File: config.mk
export PLATFORM = sky130hd
export DESIGN_NAME = sram_arbiter_ctrl
export DESIGN_NICKNAME = d
export VERILOG_FILES = /design/src/rtl/sram_arbiter_ctrl.sv
export SDC_FILE = /design/constraint.sdc
export NUM_CORES = 1
export LEC_CHECK = 0
export CORE_ASPECT_RATIO = 0.5
export CORE_MARGIN = 5
export CORE_UTILIZATION = 39
export DETAILED_ROUTE_END_ITERATION = 6
export PLACE_DENSITY = 0.81
export SLEW_MARGIN = 20
export SYNTH_ARGS = -nofsm -noshare
export SYNTH_HDL_FRONTEND = slang
export SYNTH_SLANG_ARGS = --single-unit
File: constraint.sdc
create_clock -name clk -period 1.61 [get_ports clk]
set_input_delay 0.322 -clock clk [delete_from_list [all_inputs] [get_ports clk]]
set_output_delay 0.322 -clock clk [all_outputs]
set_load 0.02 [all_outputs]
File: src/rtl/sram_arbiter_ctrl.sv
// Round-robin two-requester sequencer in front of the 1024x32 SRAM wrapper.
// Optional ISSUE watchdog enabled by defining SRAM_TIMEOUT_EN.
module sram_arbiter_ctrl #(
  parameter int ADDR_W  = 10,
  parameter int DATA_W  = 32,
  parameter int TIMEOUT = 16
) (
  input  logic                        clk,
  input  logic                        n_rst,
  input  logic [1:0]                  req,
  input  logic [1:0]                  req_write,
  input  logic [1:0][ADDR_W-1:0]      req_addr,
  input  logic [1:0][DATA_W-1:0]      req_wdata,
  output logic [1:0]                  grant,
  output logic [1:0]                  done,
  output logic                        err,
  output logic [DATA_W-1:0]           rdata,
  output logic [ADDR_W-1:0]           sram_addr,
  output logic [DATA_W-1:0]           sram_wdata,
  output logic                        sram_ren,
  output logic                        sram_wen,
  input  logic [DATA_W-1:0]           sram_rdata,
  input  logic [1:0]                  sram_state
);

  typedef enum logic [1:0] {
    IDLE,
    ISSUE,
    RELEASE
  } state_t;

  localparam logic [1:0] ST_ACCESS = 2'd2;
  localparam logic [1:0] ST_ERROR  = 2'd3;

  if (TIMEOUT < 1) begin : g_bad_timeout
    $error("TIMEOUT must be at least 1");
  end

  state_t              state_q, state_d;
  logic [1:0]          grant_q, grant_d;
  logic [1:0]          done_q, done_d;
  logic                err_q, err_d;
  logic [DATA_W-1:0]   rdata_q, rdata_d;
  logic [ADDR_W-1:0]   addr_q, addr_d;
  logic [DATA_W-1:0]   wdata_q, wdata_d;
  logic                ren_q, ren_d;
  logic                wen_q, wen_d;
  logic                op_q, op_d;
  logic                last_q, last_d;
  logic                win;
  logic                hit;
  logic                fail;

`ifdef SRAM_TIMEOUT_EN
  localparam int CNT_W = $clog2(TIMEOUT + 1);
  logic [CNT_W-1:0]    cnt_q, cnt_d;
`endif

  // On a tie the requester that did not win last time goes next.
  assign win = req[1] & (~req[0] | ~last_q);

  always_comb begin
    state_d = state_q;
    grant_d = grant_q;
    done_d  = '0;
    err_d   = 1'b0;
    rdata_d = rdata_q;
    addr_d  = addr_q;
    wdata_d = wdata_q;
    ren_d   = ren_q;
    wen_d   = wen_q;
    op_d    = op_q;
    last_d  = last_q;
    hit     = sram_state == ST_ACCESS;
    fail    = sram_state == ST_ERROR;
`ifdef SRAM_TIMEOUT_EN
    cnt_d = '0;
    if (state_q == ISSUE) cnt_d = cnt_q + 1'b1;
    fail = fail | (cnt_d == CNT_W'(TIMEOUT));
`endif
    unique case (state_q)
      IDLE: begin
        grant_d = '0;
        ren_d   = 1'b0;
        wen_d   = 1'b0;
        if (|req) begin
          addr_d  = req_addr[win];
          wdata_d = req_wdata[win];
          op_d    = req_write[win];
          ren_d   = ~req_write[win];
          wen_d   = req_write[win];
          grant_d = win ? 2'b10 : 2'b01;
          last_d  = win;
          state_d = ISSUE;
        end
      end
      ISSUE: begin
        if (hit) begin
          if (!op_q) rdata_d = sram_rdata;
          done_d  = grant_q;
          ren_d   = 1'b0;
          wen_d   = 1'b0;
          state_d = RELEASE;
        end else if (fail) begin
          done_d  = grant_q;
          err_d   = 1'b1;
          ren_d   = 1'b0;
          wen_d   = 1'b0;
          state_d = RELEASE;
        end
      end
      RELEASE: begin
        grant_d = '0;
        state_d = IDLE;
      end
      default: begin
        grant_d = '0;
        ren_d   = 1'b0;
        wen_d   = 1'b0;
        state_d = IDLE;
      end
    endcase
  end

  always_ff @(posedge clk or negedge n_rst) begin
    if (!n_rst) begin
      state_q <= IDLE;
      grant_q <= '0;
      done_q  <= '0;
      err_q   <= 1'b0;
      rdata_q <= '0;
      addr_q  <= '0;
      wdata_q <= '0;
      ren_q   <= 1'b0;
      wen_q   <= 1'b0;
      op_q    <= 1'b0;
      last_q  <= 1'b1;
`ifdef SRAM_TIMEOUT_EN
      cnt_q   <= '0;
`endif
    end else begin
      state_q <= state_d;
      grant_q <= grant_d;
      done_q  <= done_d;
      err_q   <= err_d;
      rdata_q <= rdata_d;
      addr_q  <= addr_d;
      wdata_q <= wdata_d;
      ren_q   <= ren_d;
      wen_q   <= wen_d;
      op_q    <= op_d;
      last_q  <= last_d;
`ifdef SRAM_TIMEOUT_EN
      cnt_q   <= cnt_d;
`endif
    end
  end

  assign grant      = grant_q;
  assign done       = done_q;
  assign err        = err_q;
  assign rdata      = rdata_q;
  assign sram_addr  = addr_q;
  assign sram_wdata = wdata_q;
  assign sram_ren   = ren_q;
  assign sram_wen   = wen_q;

endmodule

Yosys cells after proc, flatten, opt, wreduce, memory -nomap -nowiden. Cells that the tools add are included.

Register bits after elaboration: 85. Input port bits: 124. Output and inout port bits: 81. Logic and storage cells: 56.

$lt $le $gt $ge: 1. Equality and inequality tests: 6. Muxes and demuxes: 25. Bitwise operators: 7. Reductions and logical operators: 6.

Operators by type and width (count): two-way mux 32 bit (2); two-way mux 10 bit (2); two-way mux 2 bit (8); two-way mux 1 bit (9); one-hot mux 2 bit (2 select lines) (2); == test 2 bit (second input constant) (3); one-hot mux 1 bit (3 select lines) (2); AND reduction 2 bit (3); inverter 1 bit (5); inequality test 3 bit (second input constant) (1); AND reduction 3 bit (1); == test 2 x 1 -> 1 bit (second input constant) (1); zero test 2 bit (1); < comparator 1 x 2 -> 1 bit (second input constant) (1); inequality test 2 bit (second input constant) (1); OR reduction 2 bit (1); bitwise AND 1 bit (1); bitwise OR 1 bit (1).

Longest topological paths before layout.
Depth in word-level cells: 8. Gate-level depth with buffers: 5. Mapped depth without buffers: 3.

Worst setup path before layout. No wires, ideal clock.

Path type: reg-to-reg. Start point: register last_q. End point: register wdata_q[11] (netlist: sram_wdata[11]). Setup time: 0.129 ns. Data arrival time: 1.280 ns. Required time: 1.481 ns. Path slack: 0.201 ns. Stages on the path, launching flop included: 6. Buffers on the path: 2. Clock period less this slack: 1.409 ns. Path through: dfstp_2 > a21bo_2 > buf_4 > buf_2 > mux2i_1 > o21ai_0.

Longest elaborated chain between the ends: 5.

Ends and longest elaborated chain: start: declaration (line 49) `logic last_q, last_d;`; start signal: assignment (line 152) `last_q <= last_d;`; inverter 1 bit (line 60) `assign win = req[1] & (~req[0] | ~last_q);`; bitwise OR 1 bit (line 60); bitwise AND 1 bit (line 60); two-way mux 32 bit (not written as such) (2 in a row) (line 88) `wdata_d = req_wdata[win];`; end signal: assignment (line 148) `wdata_q <= wdata_d;`; end: declaration (line 45) `logic [DATA_W-1:0] wdata_q, wdata_d;`.

No other way between the ends. The select of a mux whose other input is x is not followed. A chain may end at the register's enable or synchronous reset.

Worst setup path in the final report.
Start point: register last_q. End point: register grant_q[0] (netlist: grant[0]).

Longest elaborated chain between the ends: 6.

Ends and longest elaborated chain: inverter 1 bit (line 60); bitwise OR 1 bit (line 60); bitwise AND 1 bit (line 60); two-way mux 2 bit (line 92) `grant_d = win ? 2'b10 : 2'b01;`; two-way mux 2 bit (line 86) `if (|req) begin`; one-hot mux 2 bit (2 select lines) (line 81) `unique case (state_q)`; end signal: assignment (line 143) `grant_q <= grant_d;`; end: declaration (line 40) `logic [1:0] grant_q, grant_d;`.

No other way between the ends.

==> metrics.yaml <==
worst_setup_path:
  crit_family: "flip-flops"
  r2r_end: "grant[0]$_DFFE_PN0N_"
  cp_slowest_cell: "dfstp_2"
  rr_startpoint: "last_q$_DFFE_PN1P_"
  path_max_fanout: 7
  crit_type: "flip-flop to flip-flop"
  worstPathRequired_ps: 1880
  r2r_cells: 4
  end_kind: "flip-flop"
  setup.worst_path.start_class: "flip-flop"
  reg2reg_slack_ps: 90
  path_buf_inv: 1
  critical-path-max-stage-delay_ps: 550
  cp.arrival_ps: 1790
  crit_path_cell_trace: "a21bo_2 > nor3b_1 > buf_4 > a21o_1"
grt:
  globalRouteOverflowTotal: 0
  grt_max_degree: 33
  grt_pass1_wl_mm: 17.8
  grt_pass1_vias: 3419
  grtUsageTotal: 0.192
  grt_antenna_before_repair: 0
routing:
  drt.antenna.violating_nets: 0
  viasPerCell: 5.01
  routed-wl-met3_um: 515
  met2_length_mm: 5.89
  routed_wl_mm: 11.1
  drt_first_pass_iters: 4
  m1WireLength_mm: 4.40
  dr_total_vias: 3169
  top_layer: "met4"
  drt-initial-drc-count: 206
  wl_per_cell_um: 17.5
  drc: 0
die:
  rows: 25
  start_util: 0.394
  die_w_um: 147
  die-height_um: 78.5
  coreArea_um2: 9290
  ios: 205
  die_area_um2: 11500
run_status:
  status: "finished, final reports clean"
cts:
  clock_sinks: 85
  clockRootBuffer: "clkbuf_16"
  post_cts_buffers: 0
  clock_latency_ps: 330
  htree_levels: 3
  cts_tree: "built"
  ctsLongestPathBuffers: 2
  clk_pin_slew_ps: 60
  cts-buffers-inserted: 9
timing:
  min_period_ps: 1520
  drv_slew: 0
  max_freq_ghz: 0.657
  rsz0062_at_grt: "false"
  tightest_slew_ps: 430
  finalSetupViolations: 0
  finalCritPeriodShare: 0.945
  slew_headroom: 0.714
  clock_skew_ps: 4.95
  hold_viol: 0
synth:
  syn_nets: 415
  ys_types: 27
  synth_area_per_cell_um2: 12.6
  synth_cells: 291
  synth_area_um2: 3660
  ys_seq_elements: 85
  ys_seq_area_frac: 0.582
  yosys_warnings: 0
placed_design:
  port_buffers: 204
  dp.cells: 616
  dp_hpwl_mm: 8.59
  place_congestion: 0.774
  placed_area_um2: 5920
worst_hold_path:
  min_path_type: "primary input to async pin"
cells_and_area:
  drive_above_1_share: 0.146
  design_area_um2: 6170
  syn_to_final_growth_pct: 68.7
  n_antenna_cell: 0
  final.fill_count: 752
  instances_no_fill: 633
  nets: 631
power_and_ir_drop:
  total_leakage_power_uw: 0.00307
  powerDensity_nw_per_um2: 1720
  vdd_ir_drop_max_uv: 866
job:
  drv_cap: 0
-- metal layers --
metal	global-route usage	vias up
li1	-	1477
met3	0.0507	23
met1	0.229	1580
met2	0.343	89
met4	0.0604	0
met5	0	-
-- where the power goes --
part           leakage (uW)  switching [uW]  total [uW]  internal, uW
Clock              0.000145             790        1910          1110
Sequential          0.00104             458        3630          3170
Combinational       0.00188            2840        5100          2250
-- registers in the layout (all words and copies together), names as in the netlist --
signal and flops:
done 2, err 1, grant 2, last_q 1
op_q 1, rdata 32, sram_addr 10, sram_ren 1
sram_wdata 32, sram_wen 1, state_q 2
-- cell type report --
cell class / count / area, um2 / share of cell area
Inverter: 3 / 11.3 / 0.00182
Tap cell: 121 / 151 / 0.0245
Clock buffer: 11 / 253 / 0.0410
Clock inverter: 5 / 25.0 / 0.00406
Sequential cell: 85 / 2130 / 0.345
Multi-Input combinational cell: 181 / 1380 / 0.223
Timing Repair Buffer: 227 / 2230 / 0.361
-- cells by family (layout without fill, tap and decap cells) --
family | count (synthesis) | after routing | synth area share
AO/OA/AOI/OAI | 90 | 90 | 0.131
buffers and inverters | 25 | 246 | 0.0445
flip-flops | 85 | 85 | 0.582
multiplexers | 74 | 74 | 0.213
AND/OR/NAND/NOR | 17 | 17 | 0.0294
-- cell usage after synthesis, drive strengths merged --
master   number  area share
nand2         1      0.0010
buf          14       0.033
mux2         32       0.098
a21bo         1      0.0027
dfrtp        84        0.57
nor3b         1      0.0021
nor3          2      0.0027
nand2b        2      0.0034
nor2          3      0.0031
and2          1      0.0017
o2bb2ai       2      0.0048
a21o          1      0.0021
and3          3      0.0051
and2b         1      0.0021
a221o         2      0.0055
nand3         1      0.0048
or2           2      0.0034
a22o          1      0.0024
dfstp         1      0.0072
o21ai        83        0.11
mux2i        42        0.11
clkbuf        8      0.0082
inv           3      0.0031
-- stage by stage --
step,utilization,hold slack [ps],TNS (ps),power (uW),worst slack (ps)
4_1_cts,0.659,492,0,10800,0.0148
3_3_place_gp,0.637,296,-5750,9240,-151
2_1_floorplan,-,26.4,0,6470,201
5_1_grt,0.664,508,0,11300,3.28
3_5_place_dp,0.637,294,-7430,9410,-210
6_report,0.664,486,0,10600,88.3
-- cells in the final DEF, fill, tap and decap left out, drive strengths merged --
master / Yosys / layout
dlymetal6s2s: 0 / 17
o21ai: 83 / 83
a221o: 2 / 2
or2: 2 / 2
a21bo: 1 / 1
buf: 14 / 23
a22o: 1 / 1
and2b: 1 / 1
clkinv: 0 / 5
nor2: 3 / 3
dlygate4sd3: 0 / 1
o2bb2ai: 2 / 2
nor3: 2 / 2
clkdlybuf4s50: 0 / 122
inv: 3 / 3
dfstp: 1 / 1
and3: 3 / 3
nand2: 1 / 1
dlygate4sd2: 0 / 64
mux2: 32 / 32
a21o: 1 / 1
clkbuf: 8 / 11
and2: 1 / 1
dfrtp: 84 / 84
nand2b: 2 / 2
mux2i: 42 / 42
nand3: 1 / 1
nor3b: 1 / 1
-- repair_timing --
action	4_1_cts	5_1_grt
hold buffers	1	0
resized for setup	65	20
pin swaps	0	0
hold endpoints to repair	28	0
endpoints found under the setup margin	67	42
-- how the worst max path moves through the flow --
stage,from,endpoint,slack [ps],cells past startpoint
floorplan,last_q$_DFFE_PN1P_,sram_wdata[11]$_DFFE_PN0P_,200,5
global route,state_q[0]$_DFFE_PN0P_,sram_wdata[0]$_DFFE_PN0P_,3,4
detailed placement,req[0],sram_wdata[28]$_DFFE_PN0P_,-210,5
finish,last_q$_DFFE_PN1P_,grant[0]$_DFFE_PN0N_,90,4
CTS,rdata[27]$_DFFE_PN0P_,rdata[27],0.01,1
global placement,req[0],sram_wdata[10]$_DFFE_PN0P_,-150,5
(Power assumes the default switching activity.)
